`config.mk`:
```
export PLATFORM = sky130hd
export DESIGN_NAME = multi_cycle_controller_flat
export DESIGN_NICKNAME = d
export VERILOG_FILES = /design/src/rtl/multi_cycle_controller_pkg.sv /design/src/rtl/multi_cycle_controller_if.sv /design/src/rtl/multi_cycle_controller_alu_decoder.sv /design/src/rtl/multi_cycle_controller.sv /design/src/flat_wrapper.sv
export SDC_FILE = /design/constraint.sdc
export NUM_CORES = 1
export LEC_CHECK = 0
export BUFFER_PORTS_ARGS = -buffer_cell sky130_fd_sc_hd__buf_2
export CAP_MARGIN = 20
export CORE_MARGIN = 2
export CORE_UTILIZATION = 51
export CTS_BUF_LIST = sky130_fd_sc_hd__clkbuf_16
export DETAILED_ROUTE_END_ITERATION = 12
export HOLD_SLACK_MARGIN = 0.08
export PLACE_DENSITY = 0.88
export REMOVE_ABC_BUFFERS = 1
export SYNTH_ARGS = -nofsm -noshare
export SYNTH_HDL_FRONTEND = slang
export SYNTH_SLANG_ARGS = --single-unit
```
`constraint.sdc`:
```
create_clock -name clk -period 2.54 [get_ports clk]
set_clock_uncertainty 0.05 [all_clocks]
set_input_delay 0.127 -clock clk [delete_from_list [all_inputs] [get_ports clk]]
set_output_delay 0.127 -clock clk [all_outputs]
set_load 0.01 [all_outputs]
```
`src/rtl/multi_cycle_controller_pkg.sv`:
```
// Shared encodings for the multi-cycle controller: FSM states, opcodes,
// datapath mux selects, ALU operations and immediate formats.
package ctrl_pkg;

  typedef enum logic [3:0] {
    FETCH,
    DECODE,
    MEM_ADR,
    MEM_READ,
    MEM_WB,
    MEM_WRITE,
    EXEC_R,
    EXEC_I,
    ALU_WB,
    BRANCH,
    JALR,
    JAL,
    LUI,
    HALT
  } state_t;

  localparam logic [6:0] OP_LW   = 7'b0000011;
  localparam logic [6:0] OP_SW   = 7'b0100011;
  localparam logic [6:0] OP_R    = 7'b0110011;
  localparam logic [6:0] OP_I    = 7'b0010011;
  localparam logic [6:0] OP_B    = 7'b1100011;
  localparam logic [6:0] OP_JAL  = 7'b1101111;
  localparam logic [6:0] OP_JALR = 7'b1100111;
  localparam logic [6:0] OP_LUI  = 7'b0110111;

  typedef enum logic [2:0] {
    ALU_ADD  = 3'b000,
    ALU_SUB  = 3'b001,
    ALU_AND  = 3'b010,
    ALU_OR   = 3'b011,
    ALU_SLT  = 3'b100,
    ALU_SLTU = 3'b101,
    ALU_XOR  = 3'b110
  } aluop_t;

  typedef enum logic [2:0] {
    EXT_I = 3'b000,
    EXT_S = 3'b001,
    EXT_B = 3'b010,
    EXT_J = 3'b011,
    EXT_U = 3'b100
  } ext_t;

  typedef enum logic [1:0] {
    RES_ALUOUT = 2'b00,
    RES_MEM    = 2'b01,
    RES_ALU    = 2'b10,
    RES_IMMEXT = 2'b11
  } res_sel_t;

  typedef enum logic [1:0] {
    SRCA_PC    = 2'b00,
    SRCA_OLDPC = 2'b01,
    SRCA_RD1   = 2'b10
  } src_a_t;

  typedef enum logic [1:0] {
    SRCB_RD2  = 2'b00,
    SRCB_IMM  = 2'b01,
    SRCB_FOUR = 2'b10
  } src_b_t;

  typedef struct packed {
    logic     pc_write;
    logic     adr_sel;
    logic     mem_we;
    logic     ir_we;
    logic     wereg;
    res_sel_t result_sel;
    src_a_t   alu_src_a;
    src_b_t   alu_src_b;
    aluop_t   aluop;
    ext_t     extend_func;
    logic     instr_done;
  } ctrl_t;

  localparam ctrl_t CTRL_IDLE = '{
    pc_write:    1'b0,
    adr_sel:     1'b0,
    mem_we:      1'b0,
    ir_we:       1'b0,
    wereg:       1'b0,
    result_sel:  RES_ALUOUT,
    alu_src_a:   SRCA_PC,
    alu_src_b:   SRCB_RD2,
    aluop:       ALU_ADD,
    extend_func: EXT_I,
    instr_done:  1'b0
  };

endpackage

```
`src/rtl/multi_cycle_controller_if.sv`:
```
// Controller <-> datapath bundle: instruction fields and ALU flags in,
// datapath enables and mux selects out.
interface multi_cycle_controller_if;

  logic [6:0] op;
  logic [2:0] func3;
  logic [6:0] func7;
  logic       zero;
  logic       neg;

  logic       pc_write;
  logic       adr_sel;
  logic       mem_we;
  logic       ir_we;
  logic       wereg;
  logic [1:0] result_sel;
  logic [1:0] alu_src_a;
  logic [1:0] alu_src_b;
  logic [2:0] aluop;
  logic [2:0] extend_func;
  logic       instr_done;
  logic       illegal;

  modport master (
    input  op, func3, func7, zero, neg,
    output pc_write, adr_sel, mem_we, ir_we, wereg, result_sel,
           alu_src_a, alu_src_b, aluop, extend_func, instr_done, illegal
  );

  modport slave (
    output op, func3, func7, zero, neg,
    input  pc_write, adr_sel, mem_we, ir_we, wereg, result_sel,
           alu_src_a, alu_src_b, aluop, extend_func, instr_done, illegal
  );

endinterface

```
`src/rtl/multi_cycle_controller_alu_decoder.sv`:
```
// Combinational ALU operation decode for R- and I-type arithmetic;
// flags func3 codes the datapath does not implement (shifts).
module alu_decoder
  import ctrl_pkg::*;
(
  input  logic [6:0] op,
  input  logic [2:0] func3,
  input  logic [6:0] func7,
  output aluop_t     aluop,
  output logic       invalid
);

  // Only func7[5] selects sub; the remaining bits carry no meaning here.
  logic func7_unused;
  assign func7_unused = ^{func7[6], func7[4:0]};

  always_comb begin
    aluop   = ALU_ADD;
    invalid = 1'b0;
    unique case (func3)
      3'b000:  aluop = (op == OP_R && func7[5]) ? ALU_SUB : ALU_ADD;
      3'b010:  aluop = ALU_SLT;
      3'b011:  aluop = ALU_SLTU;
      3'b100:  aluop = ALU_XOR;
      3'b110:  aluop = ALU_OR;
      3'b111:  aluop = ALU_AND;
      default: invalid = 1'b1;
    endcase
  end

endmodule

```
`src/rtl/multi_cycle_controller.sv`:
```
// Multi-cycle RV32 subset control FSM: sequences fetch, decode, memory,
// ALU, branch and jump steps and flags unsupported instructions.
module multi_cycle_controller
  import ctrl_pkg::*;
(
  input logic                      clk,
  input logic                      rst,
  multi_cycle_controller_if.master bus
);

  state_t state;
  state_t nxt;
  ctrl_t  outs_q;
  logic   illegal_q;
  aluop_t dec_aluop;
  logic   dec_invalid;
  logic   br_valid;
  logic   br_taken;

  alu_decoder u_alu_decoder (
    .op      (bus.op),
    .func3   (bus.func3),
    .func7   (bus.func7),
    .aluop   (dec_aluop),
    .invalid (dec_invalid)
  );

  always_comb begin
    br_valid = 1'b1;
    br_taken = 1'b0;
    unique case (bus.func3)
      3'b000:  br_taken = bus.zero;
      3'b001:  br_taken = ~bus.zero;
      3'b100:  br_taken = bus.neg;
      3'b101:  br_taken = ~bus.neg;
      default: br_valid = 1'b0;
    endcase
  end

  always_comb begin
    nxt = state;
    unique case (state)
      FETCH:     nxt = DECODE;
      DECODE: begin
        unique case (bus.op)
          OP_LW, OP_SW: nxt = MEM_ADR;
          OP_R:         nxt = EXEC_R;
          OP_I:         nxt = EXEC_I;
          OP_B:         nxt = BRANCH;
          OP_JAL:       nxt = JAL;
          OP_JALR:      nxt = JALR;
          OP_LUI:       nxt = LUI;
          default:      nxt = HALT;
        endcase
      end
      MEM_ADR:   nxt = (bus.op == OP_SW) ? MEM_WRITE : MEM_READ;
      MEM_READ:  nxt = MEM_WB;
      MEM_WB:    nxt = FETCH;
      MEM_WRITE: nxt = FETCH;
      EXEC_R,
      EXEC_I:    nxt = dec_invalid ? HALT : ALU_WB;
      ALU_WB:    nxt = FETCH;
      BRANCH:    nxt = br_valid ? FETCH : HALT;
      JALR:      nxt = JAL;
      JAL:       nxt = ALU_WB;
      LUI:       nxt = FETCH;
      HALT:      nxt = HALT;
      default:   nxt = HALT;
    endcase
  end

  // Outputs of the state being entered, built from the instruction fields
  // that are stable during the cycle before it.
  function automatic ctrl_t outs_for(input state_t st, input logic [6:0] op,
                                     input aluop_t alu);
    ctrl_t c;
    c = CTRL_IDLE;
    unique case (st)
      FETCH: begin
        c.ir_we      = 1'b1;
        c.pc_write   = 1'b1;
        c.alu_src_a  = SRCA_PC;
        c.alu_src_b  = SRCB_FOUR;
        c.result_sel = RES_ALU;
      end
      DECODE: begin
        c.alu_src_a   = SRCA_OLDPC;
        c.alu_src_b   = SRCB_IMM;
        c.extend_func = EXT_B;
      end
      MEM_ADR: begin
        c.alu_src_a   = SRCA_RD1;
        c.alu_src_b   = SRCB_IMM;
        c.extend_func = (op == OP_SW) ? EXT_S : EXT_I;
      end
      MEM_READ: begin
        c.adr_sel    = 1'b1;
        c.result_sel = RES_ALUOUT;
      end
      MEM_WB: begin
        c.result_sel = RES_MEM;
        c.wereg      = 1'b1;
        c.instr_done = 1'b1;
      end
      MEM_WRITE: begin
        c.adr_sel    = 1'b1;
        c.result_sel = RES_ALUOUT;
        c.mem_we     = 1'b1;
        c.instr_done = 1'b1;
      end
      EXEC_R: begin
        c.alu_src_a = SRCA_RD1;
        c.alu_src_b = SRCB_RD2;
        c.aluop     = alu;
      end
      EXEC_I: begin
        c.alu_src_a   = SRCA_RD1;
        c.alu_src_b   = SRCB_IMM;
        c.extend_func = EXT_I;
        c.aluop       = alu;
      end
      ALU_WB: begin
        c.result_sel = RES_ALUOUT;
        c.wereg      = 1'b1;
        c.instr_done = 1'b1;
      end
      BRANCH: begin
        c.alu_src_a  = SRCA_RD1;
        c.alu_src_b  = SRCB_RD2;
        c.aluop      = ALU_SUB;
        c.result_sel = RES_ALUOUT;
        c.instr_done = 1'b1;
      end
      JALR: begin
        c.alu_src_a   = SRCA_RD1;
        c.alu_src_b   = SRCB_IMM;
        c.extend_func = EXT_I;
      end
      JAL: begin
        c.result_sel = RES_ALUOUT;
        c.pc_write   = 1'b1;
        c.alu_src_a  = SRCA_OLDPC;
        c.alu_src_b  = SRCB_FOUR;
      end
      LUI: begin
        c.extend_func = EXT_U;
        c.result_sel  = RES_IMMEXT;
        c.wereg       = 1'b1;
        c.instr_done  = 1'b1;
      end
      default: ;
    endcase
    return c;
  endfunction

  always_ff @(posedge clk or posedge rst) begin
    if (rst) begin
      state     <= FETCH;
      outs_q    <= outs_for(FETCH, OP_LW, ALU_ADD);
      illegal_q <= 1'b0;
    end else begin
      state     <= nxt;
      outs_q    <= outs_for(nxt, bus.op, dec_aluop);
      illegal_q <= illegal_q | (nxt == HALT);
    end
  end

  // The new IR only becomes visible in DECODE and the ALU flags only in
  // BRANCH, so those two outputs are resolved combinationally in-state.
  assign bus.extend_func = (state == DECODE && bus.op == OP_JAL) ? EXT_J
                                                                 : outs_q.extend_func;
  assign bus.pc_write    = (outs_q.pc_write | (state == BRANCH && br_valid && br_taken))
                           & ~rst;
  assign bus.ir_we       = outs_q.ir_we & ~rst;
  assign bus.mem_we      = outs_q.mem_we & ~rst;
  assign bus.wereg       = outs_q.wereg & ~rst;
  assign bus.instr_done  = outs_q.instr_done & ~rst;
  assign bus.adr_sel     = outs_q.adr_sel;
  assign bus.result_sel  = outs_q.result_sel;
  assign bus.alu_src_a   = outs_q.alu_src_a;
  assign bus.alu_src_b   = outs_q.alu_src_b;
  assign bus.aluop       = outs_q.aluop;
  assign bus.illegal     = illegal_q;

endmodule
```
`src/flat_wrapper.sv`:
```
// flat-port wrapper written by rule: the top's interface ports become plain ports
module multi_cycle_controller_flat import ctrl_pkg::*;
  (clk, rst, bus_op, bus_func3, bus_func7, bus_zero, bus_neg, bus_pc_write, bus_adr_sel, bus_mem_we, bus_ir_we, bus_wereg, bus_result_sel, bus_alu_src_a, bus_alu_src_b, bus_aluop, bus_extend_func, bus_instr_done, bus_illegal);
  multi_cycle_controller_if bus_i ();
  input logic clk;
  input logic rst;
  input wire logic [$bits(bus_i.op)-1:0] bus_op;
  input wire logic [$bits(bus_i.func3)-1:0] bus_func3;
  input wire logic [$bits(bus_i.func7)-1:0] bus_func7;
  input wire logic [$bits(bus_i.zero)-1:0] bus_zero;
  input wire logic [$bits(bus_i.neg)-1:0] bus_neg;
  output wire logic [$bits(bus_i.pc_write)-1:0] bus_pc_write;
  output wire logic [$bits(bus_i.adr_sel)-1:0] bus_adr_sel;
  output wire logic [$bits(bus_i.mem_we)-1:0] bus_mem_we;
  output wire logic [$bits(bus_i.ir_we)-1:0] bus_ir_we;
  output wire logic [$bits(bus_i.wereg)-1:0] bus_wereg;
  output wire logic [$bits(bus_i.result_sel)-1:0] bus_result_sel;
  output wire logic [$bits(bus_i.alu_src_a)-1:0] bus_alu_src_a;
  output wire logic [$bits(bus_i.alu_src_b)-1:0] bus_alu_src_b;
  output wire logic [$bits(bus_i.aluop)-1:0] bus_aluop;
  output wire logic [$bits(bus_i.extend_func)-1:0] bus_extend_func;
  output wire logic [$bits(bus_i.instr_done)-1:0] bus_instr_done;
  output wire logic [$bits(bus_i.illegal)-1:0] bus_illegal;
  assign bus_i.op = bus_op;
  assign bus_i.func3 = bus_func3;
  assign bus_i.func7 = bus_func7;
  assign bus_i.zero = bus_zero;
  assign bus_i.neg = bus_neg;
  assign bus_pc_write = bus_i.pc_write;
  assign bus_adr_sel = bus_i.adr_sel;
  assign bus_mem_we = bus_i.mem_we;
  assign bus_ir_we = bus_i.ir_we;
  assign bus_wereg = bus_i.wereg;
  assign bus_result_sel = bus_i.result_sel;
  assign bus_alu_src_a = bus_i.alu_src_a;
  assign bus_alu_src_b = bus_i.alu_src_b;
  assign bus_aluop = bus_i.aluop;
  assign bus_extend_func = bus_i.extend_func;
  assign bus_instr_done = bus_i.instr_done;
  assign bus_illegal = bus_i.illegal;
  multi_cycle_controller u_core (.clk(clk), .rst(rst), .bus(bus_i));
endmodule
```
### Word-level counts from Yosys, hierarchy flattened

Index checks and enable logic that the tools add are counted.

* output and inout port bits: 19
* word-level logic and storage cells: 103
* input bits: 21
* bits in registers: 23

* mux-type cells: 21
* reductions and logical operators: 19
* bitwise gates (word level): 10
* equality and inequality tests: 40

Operators by type and width (count)
* == test 4 bit (second input constant): 11
* case mux 4 bit (9 select lines): 1
* == test 4 x 3 -> 1 bit (second input constant): 8
* case mux 4 bit (7 select lines): 1
* == test 7 x 6 -> 1 bit (second input constant): 3
* == test 7 bit (second input constant): 3
* case mux 4 bit (5 select lines): 1
* case mux 3 bit (6 select lines): 1
* == test 4 x 2 -> 1 bit (second input constant): 4
* == test 3 bit (second input constant): 4
* OR reduction 2 bit: 6
* 2-to-1 mux 1 bit: 9
* 2-to-1 mux 3 bit: 3
* case mux 3 bit (3 select lines): 1
* == test 4 x 1 -> 1 bit (second input constant): 2
* zero test 4 bit: 2
* OR reduction 4 bit: 2
* == test 7 x 2 -> 1 bit (second input constant): 1
* == test 7 x 5 -> 1 bit (second input constant): 1
* == test 3 x 2 -> 1 bit (second input constant): 2
* case mux 2 bit (3 select lines): 1
* case mux 3 bit (2 select lines): 1
* OR reduction 3 bit: 2
* OR reduction 6 bit: 1
* 9 further kinds: 19

### Depth between registers and ports, before layout

* depth after elaboration: 8
* depth in mapped cells: 9
* mapped depth without buffers: 7

### Cells and area by module

A second synthesis with hierarchy kept.

* cell total of the unflattened synthesis: 143
* area, all modules: 1438.9 µm²

By module, submodules not included
* multi_cycle_controller: times used 1, area each 1357.6 µm², sequential area each 580.6 µm², cells each 131
* alu_decoder: times used 1, area each 81.3 µm², sequential area each 0.0 µm², cells each 12

### Worst setup path after synthesis

OpenSTA, ideal clock, no wires.

* path type: register to register
* start point: register u_core.state[3]
* end point: register u_core.outs_q, in the netlist u_core.bus.alu_src_b[0]
* buffers on the path: 2
* path slack: 724 ps
* library setup time: 126 ps
* clock period less this slack: 1816 ps
* data arrival time: 1639 ps
* required time: 2364 ps
* cell stages (with the launch flop): 9
* cells stage by stage: dfrtp_1 -> buf_6 -> nor2_1 -> o311ai_0 -> and2_1 -> buf_6 -> clkinv_8 -> nor3_2 -> a311o_1

* cells in the longest elaborated chain, start to end: 6
* elaborated cells on any way between the ends: 27
* those cells by class: eq/ne: 19; mux: 2; reduce/logical: 6

Ends and longest elaborated chain
* from (decl): RTL line multi_cycle_controller.sv:11 `state_t state;`
* from (signal assigned): RTL line multi_cycle_controller.sv:162 `state <= nxt;`
* == test 4 x 3 -> 1 bit / == test 4 bit (equally long branches): RTL line multi_cycle_controller.sv:42 `unique case (state)`
* OR reduction 4 bit (no line) / OR reduction 2 bit (equally long branches)
* case mux 4 bit (9 select lines) (*): RTL line multi_cycle_controller.sv:42
* net u_core.nxt[2]: RTL line multi_cycle_controller.sv:12 `state_t nxt;`
* == test 4 x 2 -> 1 bit, or another cell as far along: RTL line multi_cycle_controller.sv:78 `unique case (st)`
* OR reduction 3 bit (no line) / OR reduction 2 bit (equally long branches)
* case mux 4 bit (5 select lines) (*): RTL line multi_cycle_controller.sv:78
* to (signal assigned): RTL line multi_cycle_controller.sv:159 `outs_q <= outs_for(FETCH, OP_LW, ALU_ADD);`
* to (signal assigned): RTL line multi_cycle_controller.sv:163 `outs_q <= outs_for(nxt, bus.op, dec_aluop);`
* to (decl): RTL line multi_cycle_controller.sv:13 `ctrl_t outs_q;`

The timed path passes the listed nets; every way through them passes the cells marked *.

### Worst setup path in the final report

* start point: register u_core.state[1]
* end point: register u_core.outs_q[0] (netlist name)

* cells in the longest elaborated chain, start to end: 6
* elaborated cells on any way between the ends: 23
* those cells by class: eq/ne: 17; mux: 2; reduce/logical: 4

Ends and longest elaborated chain (RTL line)
* == test 4 x 3 -> 1 bit / == test 4 bit (equally long branches): multi_cycle_controller.sv:42
* OR reduction 4 bit (no line) / OR reduction 2 bit (equally long branches)
* case mux 4 bit (9 select lines) (*): multi_cycle_controller.sv:42
* net u_core.nxt[2]: multi_cycle_controller.sv:12
* == test 4 x 3 -> 1 bit / == test 4 bit (equally long branches): multi_cycle_controller.sv:78
* OR reduction 5 bit (no line) (*)
* 2-to-1 mux 1 bit (*): multi_cycle_controller.sv:78

Marked as above.

==> out/qor.csv <==
stage;metric;value;unit
timing;Min Hold Slack;0.0886;ns
synthesis;largest family of logic cells by synthesized area;simple AND/OR/NAND/NOR gates;
routing;vias after detailed routing;1052;
clock_tree;root buffer cell;clkbuf_16;
pwr;Switching Share;20.9;%
synthesis;Synth Area in XOR/XNOR;0.650;%
layout;Filler cells;208;
timing;Slew HR;42.5;%
layout;Area Growth Syn to Fin;12.3;%
floorplanning;num rows;18;
global_routing;largest net degree at the start of global routing;24;
setup_path;crit path DAT;2.25;ns
layout;area of the multi-input gates;582;um^2
synthesis;post-synthesis compound-gate area fraction;17.8;%
synthesis;synthesized area;1350;um^2
timing;final setup fails;0;
timing;final worst slack;0.363;ns
clock_tree;Clock transition at path regs;0.06;ns
setup_path;Critical Path Sink Type;register;
pwr;Leak;0.726;nW
clock_tree;Clock Latency Late Sink;0.26;ns
synthesis;Seq cells post-synth;23;
layout;layout cells sized above 1;35.7;%
placement;GPL Wtd Cong;0.837;
setup_path;CP max stage cell;dfrtp_1;
floorplanning;Die Span Y;55.4;um
clock_tree;Post-CTS Setup Bufs;0;
pwr;maximum vdd ir drop;0.000373;V
clock_tree;Clock Tree Buf Depth;2;
timing;Slew @ Worst Pin;0.861;ns
synthesis;Post-synth EDFFs;0;
routing;1st-iter DRT viols;26;
routing;Detail Route Antenna Nets;0;
synthesis;Synth Area in Adders;0;%
synthesis;Synth Area in Simple Gates;21.7;%
floorplanning;I/O Pins;40;
outcome;status;finished, final reports clean;
pwr;Reg power frac;48.5;%
global_routing;gr ovfl total;0;
setup_path;max incr delay on CP;0.50;ns
layout;ANT cells;0;
layout;final core area utilization;60.5;%
pwr;clock share of power;45.1;%
min_path;worst hold path type;in -> reg;
synthesis;multiplexer share of the synthesized area;2.97;%
clock_tree;CTS sink count;23;
timing;Peak Freq;459;MHz
synthesis;async set-reset flop share out of synthesis;100;%
synthesis;post-synth top area share;35.3;%
routing;final WL;2.87;mm
layout;NumNets Final;179;
global_routing;initial antenna violation count;0;
routing;DR vias/cell;5.63;
global_routing;first-pass GRT wire length;4.97;mm
pwr;Power Dens Cells;500;nW/um^2
synthesis;top cells by area, synth;dfrtp_1 35%, dfstp_2 7.8%, buf_4 5.0%;
synthesis;Cell variety after synth;46;
synthesis;ys flop type;dfrtp_1;
clock_tree;total CTS buffers;3;
timing;Slew Viols, Final;0;
pwr;combinational share of power;6.4;%
placement;IO Port Bufs;33;
synthesis;Mapped Cells;134;
global_routing;number of global-route vias before repair;1036;
synthesis;post-synth top area cell;dfrtp_1;
floorplanning;Die X;55.4;um
pwr;internal power;0.598;mW
setup_path;critical path class;reg -> reg;
timing;final hold vios;0;
routing;routed len/inst;15.4;um
clock_tree;H-Tree Level Count;1;
setup_path;worst path required time;2.61;ns
timing;Final TNS setup;0;ns
setup_path;critical-path cell list;a21o_1 -> o311ai_0 -> and2_1 -> clkinv_8 -> nor2_1 -> o31ai_1;
layout;Register Area;581;um^2
setup_path;crit-path max FO;12;
timing;RSZ-0062 raised after global routing;no;
flow_run;max cap viols;0;
floorplanning;Starting Density;53.9;%
timing;period utilisation layout;85.7;%
clock_tree;CTS tree;yes;
floorplanning;Die ar.;3070;um^2
routing;DRC Markers;0;
placement;Setup WS pre-CTS;0.402;ns
routing;Pre-antenna DRT Iters;4;
synthesis;Synth Warn #;0;
global_routing;GR Util All Layers;20.3;%
timing;Tmin final;2.18;ns
pwr;Sw Pwr;0.158;mW
synthesis;sequential area share after synthesis;43.1;%
floorplanning;Core Box Area;2500;um^2
placement;DP HPWL;2.10;mm
synthesis;Mean Syn Cell Area;10.1;um^2
setup_path;CP startpoint kind;register;
pwr;Power Total;0.756;mW
-- routing by layer --
metal  track usage (%)  vias up  part of all wire, %
met5                 0        -                    0
met4              5.92        0                  1.4
met3              4.92        5                  5.8
met2              34.4       36                   51
met1              25.6      499                   42
li1                  -      512                    -
-- stage by stage --
stage	instances	instance area (um^2)
4_1_cts	187	1510
6_report	187	1510
3_3_place_gp	182	1420
3_5_place_dp	182	1420
5_1_grt	187	1510
2_1_floorplan	119	1220
-- worst max-delay path: cells and delay by family (launching register included) --
kind | cells | cell delay [ns]
AOI/OAI and AO/OA | 3 | 0.76
and+or+nand+nor | 2 | 0.62
DFF | 1 | 0.50
buffers and inverters | 1 | 0.11
-- cells in the final DEF, fill, tap and decap left out, types with 2 or more instances in the layout --
| cell type | instances |
|---|---|
| a211oi_2 | 2 |
| a21oi_1 | 7 |
| and2_1 | 3 |
| buf_2 | 33 |
| clkbuf_16 | 3 |
| dfrtp_1 | 19 |
| dfstp_2 | 4 |
| inv_1 | 8 |
| inv_2 | 3 |
| mux2i_1 | 4 |
| nand2_1 | 5 |
| nand2b_1 | 4 |
| nand3_1 | 4 |
| nand3b_1 | 2 |
| nand4_1 | 2 |
| nand4b_1 | 2 |
| nor2_1 | 11 |
| nor2b_1 | 5 |
| nor3_1 | 5 |
| o21ai_0 | 3 |
| o21ai_1 | 2 |
-- path summary, 6_finish.rpt --
| path | to | cells after the start | slack [ns] | start |
|---|---|---|---|---|
| hold reg to reg | u_core.bus.illegal$_DFF_PP0_ | 1 | 0.41 | u_core.bus.illegal$_DFF_PP0_ |
| min in group asynchronous | u_core.bus.aluop[2]$_DFF_PP0_ | 3 | 0.59 | rst |
| setup / recovery | u_core.outs_q[0]$_DFF_PP0_ | 6 | 0.36 | u_core.state[1]$_DFF_PP0_ |
| setup reg to reg | u_core.outs_q[0]$_DFF_PP0_ | 6 | 0.36 | u_core.state[1]$_DFF_PP0_ |
| hold / removal | u_core.bus.aluop[1]$_DFF_PP0_ | 2 | 0.09 | bus_func3[0] |
| max in group asynchronous | u_core.outs_q[13]$_DFF_PP0_ | 3 | 1.32 | rst |
-- flip-flops by register name (all words and copies together), names as in the netlist --
signal                 cells
u_core.state               4
u_core.bus.result_sel      2
u_core.bus.alu_src_b       2
u_core.bus.adr_sel         1
u_core.outs_q              8
u_core.bus.alu_src_a       2
u_core.bus.aluop           3
u_core.bus.illegal         1
-- power by group through the flow --
stage / Sequential (mW) / Combinational [mW] / Clock (mW)
after global placement: 0.373 / 0.0448 / 0
after CTS: 0.367 / 0.0486 / 0.347
after global routing: 0.366 / 0.0543 / 0.361
final: 0.367 / 0.0482 / 0.341
after detailed placement: 0.373 / 0.0471 / 0
after floorplan: 0.373 / 0.0234 / 0
-- cell families after synthesis --
group           after synthesis
mux                           4
compound gates               29
flops                        23
simple gates                 50
buf+inv                      27
xor+xnor                      1
-- Yosys cell counts (3+ instances only) --
master / instances
inv_2: 3
dfrtp_1: 19
dfstp_2: 4
nand2_1: 5
buf_6: 5
o21ai_0: 3
mux2i_1: 4
inv_1: 8
and2_1: 3
buf_4: 9
nand2b_1: 4
nor2b_1: 5
nand3_1: 4
nor3_1: 5
nor2_1: 11
a21oi_1: 7
-- layout make-up --
type                       instances  share of cell area, %
clock buffer                       3                   4.96
clock inverter                     1                  0.331
inverter                          12                   3.80
multi-input combinational         84                   38.5
sequential                        23                   38.4
tap                               30                   2.48
timing repair buffer              34                   11.6
-- what timing repair did --
action                    in CTS  in global routing
hold buffers                   1                  0
hold endpoints to repair      19                  0
resized for setup              0                  0
No activity file was read; power rests on OpenSTA's default activity.
